$ cat config.mk
export PLATFORM = sky130hd
export DESIGN_NAME = inst_dispatcher
export DESIGN_NICKNAME = d
export VERILOG_FILES = /design/src/rtl/inst_dispatcher.sv
export SDC_FILE = /design/constraint.sdc
export NUM_CORES = 1
export LEC_CHECK = 0
export ABC_AREA = 1
export CORE_ASPECT_RATIO = 0.6
export CORE_MARGIN = 2
export CORE_UTILIZATION = 52
export CTS_BUF_LIST = sky130_fd_sc_hd__clkbuf_4 sky130_fd_sc_hd__clkbuf_8 sky130_fd_sc_hd__clkbuf_16
export DETAILED_ROUTE_END_ITERATION = 10
export GPL_ROUTABILITY_DRIVEN = 0
export PLACE_DENSITY = 0.77
export SLEW_MARGIN = 40
export SYNTH_ARGS = -nofsm -noshare
export SYNTH_HDL_FRONTEND = slang
export SYNTH_SLANG_ARGS = --single-unit
export TNS_END_PERCENT = 20
$ cat constraint.sdc
create_clock -name clk -period 4.35 [get_ports clk]
set_clock_uncertainty 0.15 [all_clocks]
set_input_delay 0.6525 -clock clk [delete_from_list [all_inputs] [get_ports clk]]
set_output_delay 0.6525 -clock clk [all_outputs]
set_load 0.05 [all_outputs]
$ cat src/rtl/inst_dispatcher.sv
// Instruction dispatcher: buffers host instructions in a circular FIFO and issues
// them one at a time to an execution controller, tracking completions and timeouts.
module inst_dispatcher #(
    parameter int unsigned DEPTH   = 16,
    parameter int unsigned TIMEOUT = 64
) (
    input  logic                       clk,
    input  logic                       rst_n,
    input  logic                       in_valid,
    output logic                       in_ready,
    input  logic [31:0]                in_inst,
    input  logic                       run,
    output logic                       ctrl_start,
    output logic [31:0]                ctrl_inst,
    input  logic                       ctrl_valid,
    output logic                       busy,
    output logic [$clog2(DEPTH):0]     fifo_count,
    output logic [15:0]                done_count,
    output logic                       timeout_err,
    input  logic                       clr_err
);

    localparam int unsigned AW = (DEPTH > 1) ? $clog2(DEPTH) : 1;
    localparam int unsigned CW = AW + 1;
    localparam int unsigned TW = (TIMEOUT > 1) ? $clog2(TIMEOUT) : 1;

    typedef enum logic [1:0] {
        S_IDLE  = 2'd0,
        S_ISSUE = 2'd1,
        S_WAIT  = 2'd2
    } state_t;

    state_t          state_q;
    logic [31:0]     mem_q [DEPTH];
    logic [AW-1:0]   wptr_q, wptr_d;
    logic [AW-1:0]   rptr_q, rptr_d;
    logic [CW-1:0]   count_q, count_d;
    logic [TW-1:0]   tcnt_q;
    logic [15:0]     done_q;
    logic            terr_q;
    logic            start_q;
    logic [31:0]     inst_q;
    logic            busy_q;
    logic            push, pop;

    assign in_ready    = (count_q < CW'(DEPTH));
    assign push        = in_valid && in_ready;
    // The head is consumed in the single ISSUE cycle; ISSUE is only entered when non-empty.
    assign pop         = (state_q == S_ISSUE);
    assign fifo_count  = count_q;
    assign done_count  = done_q;
    assign timeout_err = terr_q;
    assign ctrl_start  = start_q;
    assign ctrl_inst   = inst_q;
    assign busy        = busy_q;

    always_comb begin
        wptr_d  = push ? wptr_q + AW'(1) : wptr_q;
        rptr_d  = pop  ? rptr_q + AW'(1) : rptr_q;
        count_d = count_q + CW'(push) - CW'(pop);
    end

    // Storage array carries no reset; occupancy is tracked by the pointers.
    always_ff @(posedge clk) begin
        if (push) begin
            mem_q[wptr_q] <= in_inst;
        end
    end

    always_ff @(posedge clk) begin
        if (!rst_n) begin
            state_q <= S_IDLE;
            wptr_q  <= '0;
            rptr_q  <= '0;
            count_q <= '0;
            tcnt_q  <= '0;
            done_q  <= '0;
            terr_q  <= 1'b0;
            start_q <= 1'b0;
            inst_q  <= '0;
            busy_q  <= 1'b0;
        end else begin
            wptr_q  <= wptr_d;
            rptr_q  <= rptr_d;
            count_q <= count_d;
            start_q <= 1'b0;
            inst_q  <= '0;
            // A timeout set below overrides this clear.
            if (clr_err) begin
                terr_q <= 1'b0;
            end
            case (state_q)
                S_IDLE: begin
                    if (run && (count_q != '0)) begin
                        state_q <= S_ISSUE;
                        start_q <= 1'b1;
                        inst_q  <= mem_q[rptr_q];
                        busy_q  <= 1'b1;
                    end
                end
                S_ISSUE: begin
                    state_q <= S_WAIT;
                    tcnt_q  <= '0;
                end
                S_WAIT: begin
                    if (ctrl_valid) begin
                        done_q  <= done_q + 16'd1;
                        state_q <= S_IDLE;
                        busy_q  <= 1'b0;
                    end else if (tcnt_q == TW'(TIMEOUT - 1)) begin
                        terr_q  <= 1'b1;
                        state_q <= S_IDLE;
                        busy_q  <= 1'b0;
                    end else begin
                        tcnt_q <= tcnt_q + TW'(1);
                    end
                end
                default: begin
                    state_q <= S_IDLE;
                    busy_q  <= 1'b0;
                end
            endcase
        end
    end

endmodule
==> impl_metrics.toml, run 1 <==
[global_route]
busiest_layer = "met2"
grt_util_all_layers_pct = 23.0
globalRouteMet3Util_pct = 2.81
grt-ovfl-total = 0
vias_in_the_first_global_route = 14900
grtUsageMet2_pct = 37.6
grt_max_degree = 138
grt_antenna_before_repair = 0
use_met1_pct = 33.2
grt_first_pass_wirelength_um = 84500

[final_layout]
fill_cells = 3406
design.final.nets = 2276
layout.cell_area.non_filler_mm2 = 0.0272
multiInputGateArea_mm2 = 0.00596
finalCoreUtilization_pct = 60.5
area_growth_pct = 14.8
layoutNonFillerInstCount = 2857
ff_latch_area_mm2 = 0.0168
mostFrequentLayoutCell = "sky130_fd_sc_hd__nand2_1"
antenna_cells_inserted = 0
layout-drive-gt1-share_pct = 6.75
most-common-layout-cells = "sky130_fd_sc_hd__nand2_1 (643), sky130_fd_sc_hd__edfxtp_1 (512), sky130_fd_sc_hd__nor2_1 (335), sky130_fd_sc_hd__inv_1 (114), sky130_fd_sc_hd__o21ai_0 (112)"

[timing]
whs_ns = 0.313
hold_fails_final_rpt = 0
relative_slew_slack_pct = 42.3
period_minus_slack_ns = 2.71
report.final.setup_viol = 0
finalSetupTns_ns = 0
maxSlewViolCount = 0
fmax_mhz = 369
rsz_0062_raised_after_global_routing = "no"
final.setup.worst_slack_ns = 1.64
timing.final.crit_share_pct = 62.3
transition_time_at_the_pin_with_the_least_slew_margin_ns = 0.863

[synth]
syn-instance-count = 2158
synth_warnings = 0
synth_fp_nets = 2209
syn_area_per_cell_um2 = 11.0
synth_sequential_area_ratio_pct = 71.0
postSynthRegisterBits = 584
syn_area_mm2 = 0.0237
synth_cell_type_count = 30

[setup_path]
path_cells = "clkdlybuf4s50_1"
regToRegEndpoint = "fifo_count[4]"
crit_buf_inv = 1
crit_start = "fifo_count[1]"
worst_setup_path_start_kind = "register"
crit_required_ns = 3.55
r2r_cells = 12
worstReg2RegStart = "state_q[0]"
crit_family = "buffers and inverters"
crit_path_max_fanout = 5
max_stage_delay_ns = 0.86
worst_path_max_delay_cell = "sky130_fd_sc_hd__clkdlybuf4s50_1"
crit_cells = 1
timing.critical_path.to = "fifo_count[1]"
reg2reg_setup_slack_ns = 1.73
critPathCaptureType = "output port"
critical_path_arrival_ns = 1.91
worstSetupPathType = "reg2out"

[clock_tree]
clock_tree.root_cell = "sky130_fd_sc_hd__clkbuf_16"
ctsResizeCount = 0
cts_tree = "yes"
hold_buffer_count_at_cts = 0
clock_sink_count = 584
tritoncts.num_buffers = 51
cts.clk_slew.worst_paths_ns = 0.07
clock_tree.htree_level_count = 2
max-clock-path-buffers = 3
cts.repair_timing.setup_buffer_count = 0
worstSkewPairLatency_ns = 0.59

[pwr]
switching_power_mw = 3.99
power_frac_comb_pct = 19.2
power-per-cell-area_mw_per_mm2 = 509
netSwitchingFraction_pct = 28.9
power.leakage_nw = 9.98
share_of_total_power_in_the_clock_network_pct = 34.2
irDropWorstVdd_uv = 319
intPower_mw = 9.83
power.share.sequential_pct = 46.5
finalPower_mw = 13.8

[placement]
dp_worst_setup_slack_ns = 1.20
port_buffers = 94
placedCellCount = 2761
placed_area_mm2 = 0.0254
dp_hpwl_um = 31900

[drt]
drt_pass1_iterations = 5
wl_per_cell_um = 19.0
drt_drc_violations_left = 0
detail_route.iter0.violations = 1756
drtAntennaViolNets = 0
vias = 15700
drt_wl_total_um = 54300
routed_via_density = 5.49

[min_path]
hold_path_class = "reg2reg"

[die]
floorplan.die_area_mm2 = 0.0473
die_w_um = 279
boundaryPins = 95
chipHeight_um = 169
core_mm2 = 0.0449
floorplan.initialDensity_pct = 52.7
placementRows = 60

[outcome]
result_of_the_run = "complete, no violations"

[run]
maxCapViolCount = 0
==> power by group through the flow <==
| stage | combinational (mW) | clock (mW) | sequential [mW] |
|---|---|---|---|
| final | 2.66 | 4.73 | 6.43 |
| after global routing | 2.93 | 5.00 | 6.44 |
| after CTS | 2.66 | 4.76 | 6.43 |
| after detailed placement | 2.64 | 0 | 6.55 |
| after global placement | 2.54 | 0 | 6.54 |
| after floorplan | 1.57 | 0 | 6.79 |
==> cell usage after synthesis <==
| cell type | n | area [um^2] |
|---|---|---|
| sky130_fd_sc_hd__nand3_2 | 1 | 10.0 |
| sky130_fd_sc_hd__buf_12 | 1 | 20.0 |
| sky130_fd_sc_hd__a31o_2 | 1 | 8.76 |
| sky130_fd_sc_hd__edfxtp_1 | 512 | 15400 |
| sky130_fd_sc_hd__xor2_1 | 5 | 43.8 |
| sky130_fd_sc_hd__a21oi_1 | 26 | 130 |
| sky130_fd_sc_hd__nor2_4 | 1 | 11.3 |
| sky130_fd_sc_hd__nor3_1 | 5 | 25.0 |
| sky130_fd_sc_hd__fa_1 | 1 | 20.0 |
| sky130_fd_sc_hd__nor3b_1 | 2 | 15.0 |
| sky130_fd_sc_hd__nand4_1 | 4 | 25.0 |
| sky130_fd_sc_hd__buf_4 | 3 | 22.5 |
| sky130_fd_sc_hd__inv_1 | 116 | 435 |
| sky130_fd_sc_hd__clkbuf_1 | 43 | 161 |
| sky130_fd_sc_hd__buf_1 | 6 | 22.5 |
| sky130_fd_sc_hd__o31ai_1 | 1 | 7.51 |
| sky130_fd_sc_hd__o21ai_0 | 112 | 561 |
| sky130_fd_sc_hd__o21bai_1 | 2 | 15.0 |
| sky130_fd_sc_hd__nand2_1 | 643 | 2410 |
| sky130_fd_sc_hd__buf_6 | 9 | 101 |
| sky130_fd_sc_hd__buf_2 | 51 | 255 |
| sky130_fd_sc_hd__ha_1 | 12 | 150 |
| sky130_fd_sc_hd__nor2_1 | 352 | 1320 |
| sky130_fd_sc_hd__xnor2_1 | 1 | 8.76 |
| sky130_fd_sc_hd__nor2_2 | 1 | 6.26 |
| sky130_fd_sc_hd__dfxtp_1 | 72 | 1440 |
| sky130_fd_sc_hd__o211ai_1 | 75 | 563 |
| sky130_fd_sc_hd__nand3_1 | 82 | 410 |
| sky130_fd_sc_hd__inv_2 | 1 | 3.75 |
| sky130_fd_sc_hd__o21ai_1 | 17 | 85.1 |
==> worst min-delay path by stage <==
stage,startpoint,cells past startpoint,endpoint,slack (ns)
floorplan,tcnt_q[4],2,tcnt_q[4],0.30
global placement,timeout_err,2,timeout_err,0.31
detailed placement,timeout_err,2,timeout_err,0.31
CTS,timeout_err,2,timeout_err,0.32
global route,timeout_err,2,timeout_err,0.36
finish,timeout_err,2,timeout_err,0.31
==> registers in the layout, indices dropped and copies added (netlist names), 2 cells and up <==
register,flops
ctrl_inst,32
done_count,16
fifo_count,5
mem_q,512
rptr_q,4
state_q,2
tcnt_q,6
wptr_q,4
==> final cells by class <==
type                            count  area share [%]
Clock buffer                       68            5.44
Tap cell                          589            2.71
Sequential cell                   584            61.9
Inverter                          117            1.65
Timing Repair Buffer              127            5.30
Clock inverter                     28            1.05
Multi-Input combinational cell   1344            21.9
==> routing by layer <==
layer / vias to the layer above / part of all wire [%]
met3: 86 / 7.1
met5: - / 0
met2: 600 / 48
li1: 7391 / -
met1: 7596 / 43
met4: 0 / 1.9
==> kinds of logic (layout without fill, tap and decap cells) <==
logic type	Yosys count	count (layout)	synth area share, %
simple gates	1091	1091	17.9
flops	584	584	71.0
compound gates	234	234	5.79
buf+inv	230	340	4.32
fa+ha+maj	13	13	0.719
xor+xnor	6	6	0.222
Note: power is estimated with default switching activity, not from simulation.
==> inputs of run 2 (changes only) <==
==> constraint.sdc (replaced) <==
create_clock -name clk -period 2.6 [get_ports clk]
set_clock_uncertainty 0.15 [all_clocks]
set_input_delay 0.39 -clock clk [delete_from_list [all_inputs] [get_ports clk]]
set_output_delay 0.39 -clock clk [all_outputs]
set_load 0.05 [all_outputs]
==> impl_metrics.toml, run 2 (synthesis results as in run 1) <==
[outcome]
result_of_the_run = "complete, no violations"

[drt]
routed_via_density = 5.52
wl_per_cell_um = 19.1
drtAntennaViolNets = 0
vias = 15900
drt_pass1_iterations = 6
detail_route.iter0.violations = 1690
drt_drc_violations_left = 0
drt_wl_total_um = 55000

[global_route]
grt_max_degree = 101
grt_first_pass_wirelength_um = 86000
use_met1_pct = 33.4
grt-ovfl-total = 0
grt_util_all_layers_pct = 23.4
grt_antenna_before_repair = 1
vias_in_the_first_global_route = 15500
busiest_layer = "met2"
globalRouteMet3Util_pct = 4.31
grtUsageMet2_pct = 37.5

[setup_path]
worstReg2RegStart = "fifo_count[4]"
worst_path_max_delay_cell = "sky130_fd_sc_hd__clkdlybuf4s50_1"
max_stage_delay_ns = 0.85
crit_required_ns = 2.06
critPathCaptureType = "output port"
crit_buf_inv = 1
crit_start = "done_count[2]"
crit_path_max_fanout = 6
critical_path_arrival_ns = 1.86
path_cells = "clkdlybuf4s50_1"
crit_family = "buffers and inverters"
worstSetupPathType = "reg2out"
worst_setup_path_start_kind = "register"

[timing]
rsz_0062_raised_after_global_routing = "no"
report.final.setup_viol = 0
relative_slew_slack_pct = 49.8
timing.final.crit_share_pct = 92.2
finalSetupTns_ns = 0
final.setup.worst_slack_ns = 0.202
period_minus_slack_ns = 2.40
transition_time_at_the_pin_with_the_least_slew_margin_ns = 0.750
hold_fails_final_rpt = 0
fmax_mhz = 417
maxSlewViolCount = 0

[final_layout]
register_with_the_most_flip_flops = "mem_q"
area_growth_pct = 16.0
antenna_cells_inserted = 0
most-common-layout-cells = "sky130_fd_sc_hd__nand2_1 (642), sky130_fd_sc_hd__edfxtp_1 (512), sky130_fd_sc_hd__nor2_1 (335), sky130_fd_sc_hd__inv_1 (113), sky130_fd_sc_hd__o21ai_0 (112)"
largest_register_ff_count = 512
layout.cell_area.non_filler_mm2 = 0.0275
design.final.nets = 2298
layout-drive-gt1-share_pct = 7.60
fill_cells = 3362
mostFrequentLayoutCell = "sky130_fd_sc_hd__nand2_1"

[clock_tree]
clock_sink_count = 584
clock_tree.htree_level_count = 2
max-clock-path-buffers = 3
cts.clk_slew.worst_paths_ns = 0.07
ctsResizeCount = 0
worstSkewPairLatency_ns = 0.58
clock_tree.root_cell = "sky130_fd_sc_hd__clkbuf_16"
cts.repair_timing.setup_buffer_count = 0
cts_tree = "yes"
hold_buffer_count_at_cts = 0
tritoncts.num_buffers = 51

[placement]
port_buffers = 94
dp_worst_setup_slack_ns = -0.0649
dp_hpwl_um = 31100
placed_area_mm2 = 0.0257

[pwr]
power-per-cell-area_mw_per_mm2 = 846
power.leakage_nw = 10.1
finalPower_mw = 23.2
irDropWorstVdd_uv = 510

[die]
floorplan.die_area_mm2 = 0.0473
chipHeight_um = 169
floorplan.initialDensity_pct = 52.7
die_w_um = 279
core_mm2 = 0.0449
placementRows = 60
boundaryPins = 95

[min_path]
worst_min_path_start = "clr_err"
hold_path_class = "in2reg"

[run]
maxCapViolCount = 0
[run 2: cell count changes in the layout (fill, tap and decap cells not counted), moves of 3 or more]
cell                       previous run  this run
sky130_fd_sc_hd__clkinv_2            13         9
sky130_fd_sc_hd__buf_16               7         0
sky130_fd_sc_hd__buf_8                6         0
sky130_fd_sc_hd__clkbuf_4             7        10
sky130_fd_sc_hd__buf_4               14        24
sky130_fd_sc_hd__buf_12               5        30
[run 2: final timing paths]
path,to,slack (ns),cells after the start
worst min-delay path,timeout_err,0.31,4
worst min register to register,timeout_err,0.32,2
worst max-delay path,done_count[2],0.20,1
worst max register to register,fifo_count[4],0.25,12
[run 2: area by class of cell]
| type | count | area [um^2] | share of cell area, % |
|---|---|---|---|
| clock buffers | 70 | 1490 | 5.41 |
| clock inverters | 24 | 259 | 0.943 |
| inverters | 117 | 450 | 1.64 |
| multi-input cells | 1344 | 5960 | 21.7 |
| flip-flops and latches | 584 | 16800 | 61.3 |
| well taps | 589 | 737 | 2.68 |
| repair buffers | 149 | 1730 | 6.31 |
[run 2: per-stage QoR]
| stage | std cells | hold WS (ns) | util, % |
|---|---|---|---|
| 3_5_place_dp | 2783 | 0.314 | 57.3 |
| 4_1_cts | 2877 | 0.300 | 61.2 |
| 6_report | 2877 | 0.310 | 61.2 |
| 2_1_floorplan | 2158 | 0.303 | - |
| 3_3_place_gp | 2783 | 0.309 | 57.3 |
| 5_1_grt | 2877 | 0.310 | 61.2 |
[run 2: per-layer routing]
metal	wire length (um)	share of wire, %	up-vias
met1	23500	43	7621
met4	1260	2.3	2
li1	-	-	7432
met3	4850	8.8	107
met2	25300	46	715
met5	11	0.020	-
[run 2: worst reg2reg max path: stages (launching register included)]
cell	delay, ns
sky130_fd_sc_hd__dfxtp_4	0.37
sky130_fd_sc_hd__clkinvlp_4	0.11
sky130_fd_sc_hd__nand2_2	0.09
sky130_fd_sc_hd__inv_1	0.06
sky130_fd_sc_hd__nor2_1	0.13
sky130_fd_sc_hd__inv_1	0.07
sky130_fd_sc_hd__nand2_1	0.07
sky130_fd_sc_hd__ha_1	0.16
sky130_fd_sc_hd__inv_1	0.06
sky130_fd_sc_hd__fa_1	0.44
sky130_fd_sc_hd__o31ai_1	0.31
sky130_fd_sc_hd__buf_4	0.17
sky130_fd_sc_hd__a21oi_1	0.05
[run 2: power by group]
group / leakage, nW / internal, mW / switching [mW] / total, mW
logic: 4.04 / 1.50 / 3.16 / 4.66
registers: 5.21 / 10.6 / 0.162 / 10.7
clock network: 0.870 / 4.50 / 3.31 / 7.81
total: 10.1 / 16.6 / 6.64 / 23.2
